[config.mk]
export PLATFORM = sky130hd
export DESIGN_NAME = eth_tx_frame_arbiter
export DESIGN_NICKNAME = d
export VERILOG_FILES = /design/src/rtl/eth_tx_frame_arbiter.sv
export SDC_FILE = /design/constraint.sdc
export NUM_CORES = 1
export LEC_CHECK = 0
export CORE_MARGIN = 2
export CORE_UTILIZATION = 49
export CTS_CLUSTER_DIAMETER = 150
export DETAILED_ROUTE_END_ITERATION = 10
export PLACE_DENSITY = 0.86
export SETUP_SLACK_MARGIN = 0.1
export SKIP_CTS_REPAIR_TIMING = 1
export SYNTH_ARGS = -nofsm -noshare
export SYNTH_HDL_FRONTEND = slang
export SYNTH_SLANG_ARGS = --single-unit
[constraint.sdc]
create_clock -name logic_clk -period 5.61 [get_ports logic_clk]
set_clock_uncertainty 0.1 [all_clocks]
set_input_delay 0.561 -clock logic_clk [delete_from_list [all_inputs] [get_ports logic_clk]]
set_output_delay 0.561 -clock logic_clk [all_outputs]
set_load 0.005 [all_outputs]
[src/rtl/eth_tx_frame_arbiter.sv]
// eth_tx_frame_arbiter
// Frame-granular round-robin arbiter in front of the 1G MAC TX AXI-stream
// byte interface. A grant is held until tlast is accepted so frames never
// interleave. A length watchdog truncates runaway frames: the beat that
// reaches MAX_FRAME_LEN goes out with tlast=1/tuser=1, and the rest of that
// frame is swallowed in DRAIN.
//
// Build option: define ETH_TX_ARB_STATS_EN to add per-port frame and
// truncation counters (frame_count, trunc_count) with a stats_clear input.
//
// state | meaning
// ------+-------------------------------------------------------------
// IDLE  | no grant; pick next requester round-robin (1-cycle bubble)
// XFER  | forwarding granted port's beats through the output register
// DRAIN | frame was truncated; consume and discard beats until tlast

module eth_tx_frame_arbiter #(
    parameter int NUM_PORTS     = 4,
    parameter int MAX_FRAME_LEN = 1522,
    parameter int CNT_WIDTH     = 16,
    localparam int GW = (NUM_PORTS > 1) ? $clog2(NUM_PORTS) : 1,
    localparam int BW = $clog2(MAX_FRAME_LEN + 1)
) (
    input  logic                   logic_clk,
    input  logic                   logic_rst_n,
    input  logic [8*NUM_PORTS-1:0] s_axis_tdata,
    input  logic [NUM_PORTS-1:0]   s_axis_tvalid,
    output logic [NUM_PORTS-1:0]   s_axis_tready,
    input  logic [NUM_PORTS-1:0]   s_axis_tlast,
    input  logic [NUM_PORTS-1:0]   s_axis_tuser,
    output logic [7:0]             m_axis_tdata,
    output logic                   m_axis_tvalid,
    input  logic                   m_axis_tready,
    output logic                   m_axis_tlast,
    output logic                   m_axis_tuser,
    input  logic [NUM_PORTS-1:0]   port_enable,
    output logic [GW-1:0]          grant_id,
`ifdef ETH_TX_ARB_STATS_EN
    input  logic                           stats_clear,
    output logic [CNT_WIDTH*NUM_PORTS-1:0] frame_count,
    output logic [CNT_WIDTH*NUM_PORTS-1:0] trunc_count,
`endif
    output logic                   busy,
    output logic                   trunc_pulse
);

    typedef enum logic [1:0] {IDLE, XFER, DRAIN} state_t;

    state_t          state_q, state_d;
    logic [GW-1:0]   grant_q, grant_d;
    logic [GW-1:0]   last_grant_q, last_grant_d;
    logic [BW-1:0]   byte_cnt_q, byte_cnt_d;
    logic [7:0]      tdata_q, tdata_d;
    logic            tvalid_q, tvalid_d;
    logic            tlast_q, tlast_d;
    logic            tuser_q, tuser_d;
    logic            trunc_q, trunc_d;

    logic [NUM_PORTS-1:0] cand;
    logic                 found;
    logic [GW-1:0]        pick;
    logic [GW-1:0]        idx;

    logic [7:0] sel_data;
    logic       sel_valid, sel_last, sel_user;
    logic       out_free;
    logic       sel_ready;
    logic       at_max;
    logic       trunc_now;
    logic       frame_end;
    logic       trunc_ev;

    // Round-robin search starting one past the last port that finished a frame
    always_comb begin
        cand  = s_axis_tvalid & port_enable;
        found = 1'b0;
        pick  = '0;
        idx   = '0;
        for (int k = 1; k <= NUM_PORTS; k++) begin
            idx = GW'((int'(last_grant_q) + k) % NUM_PORTS);
            if (!found && cand[idx]) begin
                found = 1'b1;
                pick  = idx;
            end
        end
    end

    // Mux the granted port's input beat
    always_comb begin
        sel_data  = '0;
        sel_valid = 1'b0;
        sel_last  = 1'b0;
        sel_user  = 1'b0;
        for (int p = 0; p < NUM_PORTS; p++) begin
            if (grant_q == GW'(p)) begin
                sel_data  = s_axis_tdata[8*p +: 8];
                sel_valid = s_axis_tvalid[p];
                sel_last  = s_axis_tlast[p];
                sel_user  = s_axis_tuser[p];
            end
        end
    end

    // Next-state, output register load and per-port ready
    always_comb begin
        state_d      = state_q;
        grant_d      = grant_q;
        last_grant_d = last_grant_q;
        byte_cnt_d   = byte_cnt_q;
        tdata_d      = tdata_q;
        tvalid_d     = tvalid_q & ~m_axis_tready;
        tlast_d      = tlast_q;
        tuser_d      = tuser_q;
        trunc_d      = 1'b0;
        sel_ready    = 1'b0;
        frame_end    = 1'b0;
        trunc_ev     = 1'b0;
        out_free     = ~tvalid_q | m_axis_tready;
        at_max       = (byte_cnt_q == BW'(MAX_FRAME_LEN - 1));
        trunc_now    = 1'b0;

        case (state_q)
            IDLE: begin
                if (found) begin
                    grant_d    = pick;
                    byte_cnt_d = '0;
                    state_d    = XFER;
                end
            end
            XFER: begin
                sel_ready = out_free;
                if (sel_valid && out_free) begin
                    trunc_now  = at_max & ~sel_last;
                    byte_cnt_d = (byte_cnt_q == BW'(MAX_FRAME_LEN)) ?
                                 byte_cnt_q : byte_cnt_q + BW'(1);
                    tdata_d    = sel_data;
                    tvalid_d   = 1'b1;
                    tlast_d    = sel_last | trunc_now;
                    tuser_d    = sel_user | trunc_now;
                    if (sel_last) begin
                        last_grant_d = grant_q;
                        frame_end    = 1'b1;
                        state_d      = IDLE;
                    end else if (trunc_now) begin
                        trunc_d  = 1'b1;
                        trunc_ev = 1'b1;
                        state_d  = DRAIN;
                    end
                end
            end
            DRAIN: begin
                sel_ready = 1'b1;
                if (sel_valid && sel_last) begin
                    last_grant_d = grant_q;
                    frame_end    = 1'b1;
                    state_d      = IDLE;
                end
            end
            default: state_d = IDLE;
        endcase
    end

    // Ready goes only to the granted port
    always_comb begin
        s_axis_tready = '0;
        for (int p = 0; p < NUM_PORTS; p++) begin
            if (grant_q == GW'(p)) s_axis_tready[p] = sel_ready;
        end
    end

    // State and output register
    always_ff @(posedge logic_clk or negedge logic_rst_n) begin
        if (!logic_rst_n) begin
            state_q      <= IDLE;
            grant_q      <= '0;
            last_grant_q <= GW'(NUM_PORTS - 1);
            byte_cnt_q   <= '0;
            tdata_q      <= '0;
            tvalid_q     <= 1'b0;
            tlast_q      <= 1'b0;
            tuser_q      <= 1'b0;
            trunc_q      <= 1'b0;
        end else begin
            state_q      <= state_d;
            grant_q      <= grant_d;
            last_grant_q <= last_grant_d;
            byte_cnt_q   <= byte_cnt_d;
            tdata_q      <= tdata_d;
            tvalid_q     <= tvalid_d;
            tlast_q      <= tlast_d;
            tuser_q      <= tuser_d;
            trunc_q      <= trunc_d;
        end
    end

    assign m_axis_tdata  = tdata_q;
    assign m_axis_tvalid = tvalid_q;
    assign m_axis_tlast  = tlast_q;
    assign m_axis_tuser  = tuser_q;
    assign grant_id      = grant_q;
    assign busy          = (state_q != IDLE);
    assign trunc_pulse   = trunc_q;

`ifdef ETH_TX_ARB_STATS_EN
    logic [NUM_PORTS-1:0][CNT_WIDTH-1:0] frame_cnt_q, frame_cnt_d;
    logic [NUM_PORTS-1:0][CNT_WIDTH-1:0] trunc_cnt_q, trunc_cnt_d;

    // Saturating per-port counters; clear wins over a same-cycle increment
    always_comb begin
        frame_cnt_d = frame_cnt_q;
        trunc_cnt_d = trunc_cnt_q;
        if (stats_clear) begin
            frame_cnt_d = '0;
            trunc_cnt_d = '0;
        end else begin
            for (int p = 0; p < NUM_PORTS; p++) begin
                if (grant_q == GW'(p)) begin
                    if (frame_end && (frame_cnt_q[p] != '1))
                        frame_cnt_d[p] = frame_cnt_q[p] + CNT_WIDTH'(1);
                    if (trunc_ev && (trunc_cnt_q[p] != '1))
                        trunc_cnt_d[p] = trunc_cnt_q[p] + CNT_WIDTH'(1);
                end
            end
        end
    end

    // Counter registers
    always_ff @(posedge logic_clk or negedge logic_rst_n) begin
        if (!logic_rst_n) begin
            frame_cnt_q <= '0;
            trunc_cnt_q <= '0;
        end else begin
            frame_cnt_q <= frame_cnt_d;
            trunc_cnt_q <= trunc_cnt_d;
        end
    end

    assign frame_count = frame_cnt_q;
    assign trunc_count = trunc_cnt_q;
`else
    // Statistics counters are not built in this configuration.
`endif

endmodule

# == Word level (Yosys, flattened, before mapping) ==
# Cells that the tools add are included.
# word_totals
regBits,29
latchBits,0
ram_bits,0
rom_bits,0
n_memories,0
# classes
add_sub_neg,5
n_mul,0
div,0
order_cmp,4
eq_ne,13
n_shift,0
mux,57
n_bitwise,9
reduce_logical,18
# op_table
op,count
$mux 11,3
$mux 8,4
$mux 1,30
$mux 2,12
$eq 11x11->1 const B,2
$pmux 11 s2,1
$lt 2x3->1 const B,4
$reduce_and 4->1,3
$add 11x1->11 const B,1
$ne 2x2->1 const B,5
$bmux 1 s2,4
$eq 2x2->1 const B,3
$pmux 2 s3,1
$reduce_bool 2->1,3
$logic_and 1x1->1,5
$add 2x1->2 const B,2
$add 2x2->2 const B,2
$and 4x4->4,1
$eq 2x1->1 const B,2
$logic_not 2->1,2
$pmux 2 s2,1
$reduce_and 2->1,2
$logic_not 1->1,3
$ne 3x3->1 const B,1
4 further kinds,9

# == Logic depth before layout (Yosys ltp) ==
# Gate-level depths: netlist of run 1.
# logic_depth
depth_word,15
depth_mapped,8

# == Least setup slack after synthesis of run 1 ==
# No wires, ideal clock.
# synth_timing
path_kind,reg-to-output
startpoint,reg state_q[1]
endpoint,out s_axis_tready[3]
t_arrival_ns,1.419
setup_slack_ns,3.530
stages_incl_launch_ff,8
cell_sequence,dfrtp_1 inv_1 ha_1 buf_2 and2_1 o21ai_0 inv_1 and3_1
# synth_between
elab_chain_cells,3
word_cells_on_any_way,4
classes_between,eq/ne: 2; mux: 2
# synth_rtl
item,line,source
"start, declared",49,"state_t state_q, state_d;"
"start signal, assigned",184,state_q <= state_d;
$eq 2x2->1 or $eq 2x1->1 (tied branches),122,case (state_q)
$pmux 1 s2 *,122,
$mux 1 *,167,if (grant_q == GW'(p)) s_axis_tready[p] = sel_ready;
"end, declared",28,"output logic [NUM_PORTS-1:0] s_axis_tready,"
# Every way passes the cells marked *; elsewhere a longest branch is shown, timed or not.

# == Worst setup path in the final report of run 1 ==
# layout_timing
startpoint,reg state_q[1]
endpoint,out s_axis_tready[1]
# The elaborated chain is that of the path after synthesis.

==> results of run 1 <==
[stage by stage]
| step | hold WS [ns] | util, % |
|---|---|---|
| finish | 0.3941 | 70.48 |
| floorplan | 0.1654 | - |
| global route | 0.4324 | 70.48 |
| global placement | 0.3619 | 67.93 |
| CTS | 0.3940 | 70.48 |
| detailed placement | 0.3847 | 67.93 |
[layer usage]
metal / up-vias / track usage [%] / share of wire [%] / wire (um)
li1: 834 / - / - / -
met1: 832 / 28.05 / 42 / 2127
met2: 37 / 38.47 / 52 / 2601
met3: 11 / 3.454 / 3.0 / 151
met4: 0 / 11.00 / 2.6 / 132
met5: - / 0 / 0 / 0
[kinds of logic after synthesis]
kind of cell               count (synthesis)
and+or+nand+nor                           53
AOI/OAI and AO/OA                         48
DFF                                       29
muxes                                     26
buffers and inverters                     22
adders and majority gates                  6
[registers in the layout (all words and copies together) (netlist names)]
name,cells
m_axis_tdata,8
m_axis_tlast,1
trunc_pulse,1
m_axis_tvalid,1
state_q,2
last_grant_q,2
m_axis_tuser,1
byte_cnt_q,11
grant_id,2
[area by class of cell]
class	instances	share of cell area [%]
Clock buffer	7	3.442
Clock inverter	1	0.1788
Inverter	11	1.475
Multi-Input combinational cell	133	41.71
Sequential cell	29	26.02
Tap cell	50	2.235
Timing Repair Buffer	70	24.94
[worst reg2reg max path, cell delays in order, from the launching register on]
cell and delay [ns]:
dfrtp_1 0.96, mux2_1 0.39, and3b_1 0.22, o32ai_4 0.58, nor2_2 0.11, mux2_4 0.31
[power by group]
group | internal (mW) | switching (mW) | total (mW)
logic | 0.352 | 0.269 | 0.622
registers | 0.280 | 0.0917 | 0.372
clock network | 0.111 | 0.0820 | 0.193
total | 0.743 | 0.443 | 1.19
[layout by cell type, fill, tap and decap left out, types with 2 or more instances in the layout]
master,n
a32o_1,2
o21ai_1,6
dfrtp_1,27
a41o_1,2
nor3_1,3
nand3_1,5
dfstp_2,2
a21oi_1,6
o21ai_0,7
mux4_2,11
nor2_1,3
a211oi_1,2
clkdlybuf4s50_1,69
and2_1,3
nand4_1,2
clkbuf_8,7
nand2b_1,4
mux2_2,12
o31ai_1,7
o31ai_2,3
nor3b_1,3
and3_1,3
inv_1,11
nand2_1,17
and3b_1,2
a31oi_1,2
mux2_4,2
ha_1,6
[worst max path at each step]
stage,startpoint,endpoint,slack [ns]
after detailed placement,m_axis_tready,s_axis_tready[3],2.56
after global routing,m_axis_tready,s_axis_tready[3],2.34
final,state_q[1],s_axis_tready[1],2.56
after CTS,m_axis_tready,s_axis_tready[3],2.56
after floorplan,state_q[1],s_axis_tready[3],3.53
after global placement,m_axis_tready,s_axis_tready[3],2.62
==> flow_summary.json, run 1 <==
{
  "finalSetupTns_ns": 0,
  "synth_top_cell_area_share_pct": 33.69,
  "yosysWarnings": 0,
  "place.gp.congestion": 0.7426,
  "place_ws_ns": 2.560,
  "numClockSinks": 29,
  "synth_async_sr_flop_share_pct": 100.0,
  "rsz0062_at_grt": "false",
  "yosys-top-cells-count": "dfrtp_1, nand2_1, mux2_2, inv_1, mux4_2",
  "reg2reg_depth": 5,
  "grt_usage_pct": 22.66,
  "route.antenna.remaining_nets": 0,
  "synth_fa_ha_area_share_pct": 3.743,
  "path_class": "register to output pin",
  "fp.dieW_um": 67.98,
  "timing.rr.start": "grant_id[0]",
  "fin_cells": 301,
  "path_cells": "inv_1 -> ha_1 -> and2_1 -> o21ai_0 -> nor3b_1 -> clkdlybuf4s50_1",
  "synth_mux_area_share_pct": 21.15,
  "min_path_cells": 1,
  "synth_flop_cell": "dfrtp_1",
  "cp-start-kind": "register",
  "status": "finished clean",
  "p_leak_nw": 1.137,
  "synth_cell_types": 50,
  "hold_viol_final": 0,
  "setup_violations": 0,
  "drive_gt1_share_pct": 17.93,
  "antenna_found_initial": 0,
  "finalInstanceArea_um2": 2799,
  "clkTransAtPathRegs_ns": 0.06,
  "rows": 23,
  "antennaDiodeCount": 0,
  "crit_buf_inv": 2,
  "root_buffer": "clkbuf_8",
  "regToRegSetupSlack_ns": 2.83,
  "grt_max_degree": 30,
  "grt_pass1_wl_mm": 7.803,
  "synthSimpleGateAreaFrac_pct": 14.91,
  "numCtsBuffers": 5,
  "syn_avg_cell_area_um2": 10.90,
  "viasPerCell": 5.694,
  "clk_latency_ns": 0.29,
  "fillers": 298,
  "drv_slew": 0,
  "dp_cells": 293,
  "cap_violations": 0,
  "reg2reg_to": "byte_cnt_q[10]",
  "placed_cell_area_um2": 2698,
  "drt_iter0_markers": 53,
  "synth_xor_area_share_pct": 0,
  "cp_slowest_cell": "clkdlybuf4s50_1",
  "cp.depth": 6,
  "arrival_ns": 2.39,
  "regArea_um2": 728.2,
  "htree_levels": 2,
  "num_vias": 1714,
  "max_clock_freq_mhz": 328.3,
  "grt-ovfl-total": 0,
  "synth_edf_count": 0,
  "netlist_instances": 184,
  "relSlewSlack_pct": 37.09,
  "worst-path-max-fanout": 12,
  "clk_path_buf_depth": 2,
  "drt_wl_total_mm": 5.013,
  "cpPeakStageDelay_ns": 0.54,
  "crit_required_ns": 4.95,
  "synth_compound_area_share_pct": 18.40,
  "hold_path_startpoint": "byte_cnt_q[6]",
  "syn_area_um2": 2006,
  "synthesis.nets": 241,
  "yosys.area.top_type": "dfrtp_1",
  "ys_seq_elements": 29,
  "drcViolationCount": 0,
  "wl_per_cell_um": 16.65,
  "cts_tree": "yes",
  "synth_area_leaders": "dfrtp_1, mux4_2, mux2_2",
  "finalPower_mw": 1.186,
  "dr.pass1.iters": 4,
  "die-area_um2": 4621,
  "timing.final.crit_share_pct": 54.30,
  "die_h_um": 67.98,
  "worstSetupEndpointType": "output pin",
  "multiInputGateArea_um2": 1167,
  "dp_hpwl_mm": 3.775,
  "ir_drop_v": 0.0002927,
  "coreArea_um2": 3971,
  "setup_slack_ns": 2.564,
  "syn_to_final_growth_pct": 39.55,
  "holdPathEnd": "byte_cnt_q[6]",
  "start_util_pct": 50.50,
  "final_nets": 307,
  "min_period_ns": 3.046,
  "synth_top_family_by_area": "multiplexers",
  "numPortBuffers": 69,
  "first_global_vias": 1698,
  "crit_family": "buffers and inverters",
  "hp-class": "register to register",
  "powerDensity_nw_per_um2": 423.8,
  "synth_most_common_cell": "dfrtp_1",
  "tightest_slew_ns": 0.9436,
  "ys_seq_area_share_pct": 36.31,
  "io_pins": 70
}
(Power assumes the default switching activity.)
==> run 2: changes to the inputs <==
Settings changed: CORE_UTILIZATION 49 to 41, PLACE_DENSITY 0.86 to 0.77.
Clock period 5.61 ns to 2.8 ns, I/O delays scaled along.
==> run 2 against run 1 <==
Against the previous run: sequential power increased by 86%; critical path type unchanged; setup slack got worse by 2.3 ns; sequential share of layout area down 0.95 points; die area increased by 18%; hold slack lost 0.12 ns; non-clock buffer count up 7; count of clock-buffer cells in the layout fell by 2; cell count increased by 8.0%; combinational power grew 120%; register-to-register slack got worse by 2.2 ns; utilization down 9.0 points; critical path depth grew 2.
==> flow_summary.json, run 2 (synthesis results as in run 1) <==
{
  "start_util_pct": 42.46,
  "regToRegSetupSlack_ns": 0.62,
  "timing.final.crit_share_pct": 88.83,
  "final_common_cell": "clkdlybuf4s50_1",
  "path_cells": "inv_1 -> ha_1 -> and2_1 -> o21ai_0 -> buf_4 -> inv_1 -> and3_1 -> clkdlybuf4s50_1",
  "grt_usage_pct": 20.47,
  "swShare_pct": 35.24,
  "min_period_ns": 2.487,
  "fp.dieW_um": 73.94,
  "die-area_um2": 5467,
  "wl_per_cell_um": 16.23,
  "num_vias": 1785,
  "hold_viol_final": 0,
  "switchingPower_mw": 0.9143,
  "place.gp.congestion": 0.8634,
  "grt-ovfl-total": 0,
  "relSlewSlack_pct": 62.73,
  "numCtsBuffers": 5,
  "cp-start-kind": "register",
  "seq_power_share_pct": 26.6,
  "clkPwrFrac_pct": 20.4,
  "io_pins": 70,
  "worst-path-max-fanout": 4,
  "regArea_um2": 728.2,
  "drt_wl_total_mm": 5.276,
  "coreArea_um2": 4723,
  "cp_slowest_cell": "clkdlybuf4s50_1",
  "hp-class": "input pin to asynchronous set/reset pin",
  "p_leak_nw": 1.184,
  "antennaDiodeCount": 0,
  "drive_gt1_share_pct": 20.16,
  "rows": 25,
  "viasPerCell": 5.492,
  "ir_drop_v": 0.0004628,
  "clk_path_buf_depth": 2,
  "path_class": "register to output pin",
  "cts_tree": "yes",
  "tightest_slew_ns": 0.5578,
  "drcViolationCount": 0,
  "dp_hpwl_mm": 4.037,
  "drt_iter0_markers": 103,
  "numPortBuffers": 69,
  "whs_ns": 0.2749,
  "grt_max_degree": 30,
  "layout_common_cells": "clkdlybuf4s50_1, dfrtp_1, nand2_1, mux2_2",
  "rsz0062_at_grt": "false",
  "cap_violations": 0,
  "fillers": 384,
  "grt_pass1_wl_mm": 8.535,
  "worstSetupEndpointType": "output pin",
  "timing.rr.start": "grant_id[0]",
  "crit_path_frequent_cell": "inv_1",
  "status": "finished clean",
  "arrival_ns": 2.11,
  "p_int_mw": 1.680,
  "setup_violations": 0,
  "root_buffer": "clkbuf_8",
  "crit_buf_inv": 4,
  "drv_slew": 0,
  "powerDensity_nw_per_um2": 893.0,
  "clkTransAtPathRegs_ns": 0.07,
  "syn_to_final_growth_pct": 44.85,
  "reg2reg_to": "byte_cnt_q[6]",
  "dr.pass1.iters": 4,
  "largest-register": "byte_cnt_q",
  "cpPeakStageDelay_ns": 0.44,
  "reg2reg_depth": 6,
  "antenna_found_initial": 0,
  "largest_reg_flops": 11,
  "final_nets": 314,
  "route.antenna.remaining_nets": 0,
  "finalSetupTns_ns": 0,
  "htree_levels": 2,
  "crit_family": "buffers and inverters",
  "die_h_um": 73.94,
  "max_clock_freq_mhz": 402.0,
  "numClockSinks": 29,
  "clk_latency_ns": 0.29,
  "multiInputGateArea_um2": 1167,
  "first_global_vias": 1729,
  "crit_required_ns": 2.42,
  "combPwrFrac_pct": 53.0
}
==> run 2: per-stage QoR <==
stage               util [%]  cells  total power, mW  setup WS [ns]  instance area, um2
detailed placement     58.68    317            2.078         0.4151                2771
CTS                    61.51    325            2.616         0.3070                2905
global placement       58.68    317            2.052         0.4131                2771
floorplan                  -    184            1.548         0.8299                2006
global route           61.51    325            2.778         0.2091                2905
finish                 61.51    325            2.594         0.3127                2905
==> run 2: cell type report <==
cell class / count / share of cell area (%)
sequential: 29 / 25.06
multi-input combinational: 133 / 40.18
tap: 67 / 2.885
timing repair buffer: 77 / 25.84
clock inverter: 3 / 2.239
inverter: 11 / 1.421
clock buffer: 5 / 2.369
==> run 2: worst max-delay path by stage <==
stage                        startpoint               end  slack, ns  cells after the start
after floorplan             grant_id[0]    byte_cnt_q[10]       0.83                      6
after global placement    m_axis_tready  s_axis_tready[3]       0.41                      8
after detailed placement  m_axis_tready  s_axis_tready[3]       0.42                      8
after CTS                    state_q[1]  s_axis_tready[3]       0.31                      8
after global routing         state_q[1]  s_axis_tready[3]       0.21                      8
final                        state_q[1]  s_axis_tready[3]       0.31                      8
==> run 2: metal layers <==
layer  vias to the layer above  share of wire, %  GRT usage, %
li1                        844                 -             -
met1                       880                42         27.72
met2                        44                52         32.04
met3                        17               3.1         3.930
met4                         0               2.8         9.091
met5                         -                 0             0
==> run 2: power groups by stage <==
stage | Combinational, mW | Clock [mW] | Sequential [mW]
global placement | 1.36 | 0 | 0.692
CTS | 1.39 | 0.536 | 0.692
global route | 1.51 | 0.558 | 0.714
floorplan | 0.894 | 0 | 0.654
finish | 1.37 | 0.529 | 0.691
detailed placement | 1.38 | 0 | 0.699
==> run 2: worst register-to-register path, stage by stage (launching register included) <==
cell and delay, ns:
dfrtp_1 0.51, mux2_1 0.38, and3b_1 0.23, o32ai_4 0.44, buf_4 0.26, o31ai_1 0.10
o31ai_2 0.08
==> run 3: changes to the inputs <==
Settings changed: CELL_PAD_IN_SITES_DETAIL_PLACEMENT set to 1, CELL_PAD_IN_SITES_GLOBAL_PLACEMENT set to 1, CORE_ASPECT_RATIO set to 1.25, CORE_UTILIZATION 41 to 31, PLACE_DENSITY 0.77 to not set, PLACE_DENSITY_LB_ADDON set to 0.1.
==> run 3 against run 2 <==
Against the previous run: hold slack better by 0.012 ns; non-clock buffer count unchanged; via count fell by 0.11%; cell count grew 5.2%; final area down 0.86%; register-to-register slack lost 0.02 ns; global-route usage fell by 3.6 points; maximum frequency down 0.94%; flip-flop and latch count stayed put.
==> flow_summary.json, run 3 (synthesis results as in run 1) <==
{
  "dp_hpwl_mm": 4.343,
  "grt-ovfl-total": 0,
  "finalInstanceArea_um2": 2880,
  "route.antenna.remaining_nets": 0,
  "worst-path-max-fanout": 7,
  "clk_path_buf_depth": 2,
  "drcViolationCount": 0,
  "timing.final.crit_share_pct": 89.68,
  "num_vias": 1783,
  "met3_usage_pct": 4.712,
  "io_pins": 70,
  "layout_common_cells": "clkdlybuf4s50_1, dfrtp_1, nand2_1, mux2_2",
  "fp.dieW_um": 75.95,
  "hold_viol_final": 0,
  "clk_latency_ns": 0.28,
  "crit_required_ns": 2.42,
  "numCtsBuffers": 5,
  "die-area_um2": 7134,
  "rsz0062_at_grt": "false",
  "root_buffer": "clkbuf_8",
  "met1_usage_pct": 18.74,
  "p_leak_nw": 1.161,
  "placed_cell_area_um2": 2794,
  "die_h_um": 93.93,
  "dp_cells": 335,
  "start_util_pct": 32.32,
  "place.gp.congestion": 0.7333,
  "final_common_cell": "clkdlybuf4s50_1",
  "cp-start-kind": "register",
  "numClockSinks": 29,
  "viasPerCell": 5.213,
  "grt.busiest_layer": "met2",
  "crit_path_frequent_cell": "inv_1",
  "arrival_ns": 2.13,
  "grt_pass1_wl_mm": 9.501,
  "cp_slowest_cell": "clkdlybuf4s50_1",
  "path_cells": "inv_1 -> ha_1 -> and2_1 -> o21ai_1 -> inv_1 -> and3_1 -> clkdlybuf4s50_1",
  "clkTransAtPathRegs_ns": 0.07,
  "numPortBuffers": 69,
  "path_class": "register to output pin",
  "first_global_vias": 1964,
  "drt_wl_total_mm": 5.590,
  "htree_levels": 2,
  "wl_per_cell_um": 16.35,
  "crit_buf_inv": 3,
  "tightest_slew_ns": 0.6214,
  "cap_violations": 0,
  "min_period_ns": 2.511,
  "coreArea_um2": 6206,
  "syn_to_final_growth_pct": 43.61,
  "drv_slew": 0,
  "fin_cells": 342,
  "largest-register": "byte_cnt_q",
  "ir_drop_v": 0.0003913,
  "grtUsageMet2_pct": 30.88,
  "worstSetupEndpointType": "output pin",
  "relSlewSlack_pct": 58.48,
  "status": "finished clean",
  "antennaDiodeCount": 0,
  "setup_violations": 0,
  "largest_reg_flops": 11,
  "cpPeakStageDelay_ns": 0.44,
  "dr.pass1.iters": 6,
  "max_clock_freq_mhz": 398.3,
  "cts_tree": "yes",
  "rows": 32,
  "finalSetupTns_ns": 0,
  "final_nets": 314,
  "hp-class": "input pin to asynchronous set/reset pin",
  "drt_iter0_markers": 26,
  "powerDensity_nw_per_um2": 840.9,
  "grt_max_degree": 30,
  "crit_family": "buffers and inverters",
  "drive_gt1_share_pct": 19.46,
  "antenna_found_initial": 0,
  "grt_usage_pct": 16.84
}
run 3: changes by cell type in the layout (fill, tap and decap cells not counted), sizes merged:
cell    delta
clkinv     -1
bufinv     -2
clkbuf     +2
run 3: layout make-up:
type	count	area, um2
Timing Repair Buffer	77	750.7
Sequential cell	29	728.2
Clock buffer	7	86.33
Tap cell	85	106.4
Inverter	11	41.29
Fill cell	698	3326
Multi-Input combinational cell	133	1167
run 3: stage by stage:
stage          setup slack, ns  util (%)  power (mW)  hold WS, ns
6_report                0.2891     46.41       2.422       0.2874
5_1_grt                 0.1718     46.41       2.617       0.3398
4_1_cts                 0.1228     46.41       2.476       0.3024
3_5_place_dp            0.2915     45.02       2.098       0.3878
3_3_place_gp            0.2912     45.02       2.099       0.3776
2_1_floorplan           0.8299         -       1.548      -0.1156
run 3: final timing paths:
kind / start / endpoint / slack [ns] / cells after the start
min: logic_rst_n / m_axis_tvalid / 0.29 / 2
min reg2reg: m_axis_tuser / m_axis_tuser / 0.39 / 2
max in group asynchronous: logic_rst_n / last_grant_q[1] / 1.99 / 2
min in group logic_clk: m_axis_tuser / m_axis_tuser / 0.39 / 2
max: state_q[1] / s_axis_tready[3] / 0.29 / 7
max reg2reg: grant_id[0] / last_grant_q[1] / 0.60 / 6
run 3: power by group:
| group | internal, mW | switching (mW) |
|---|---|---|
| sequential | 0.564 | 0.108 |
| clock | 0.195 | 0.160 |
| combinational | 0.767 | 0.628 |
run 3: layer usage:
metal / routed length (um) / up-vias
met5: 0 / -
met4: 75 / 0
met3: 292 / 8
met2: 2953 / 45
met1: 2269 / 890
li1: - / 840
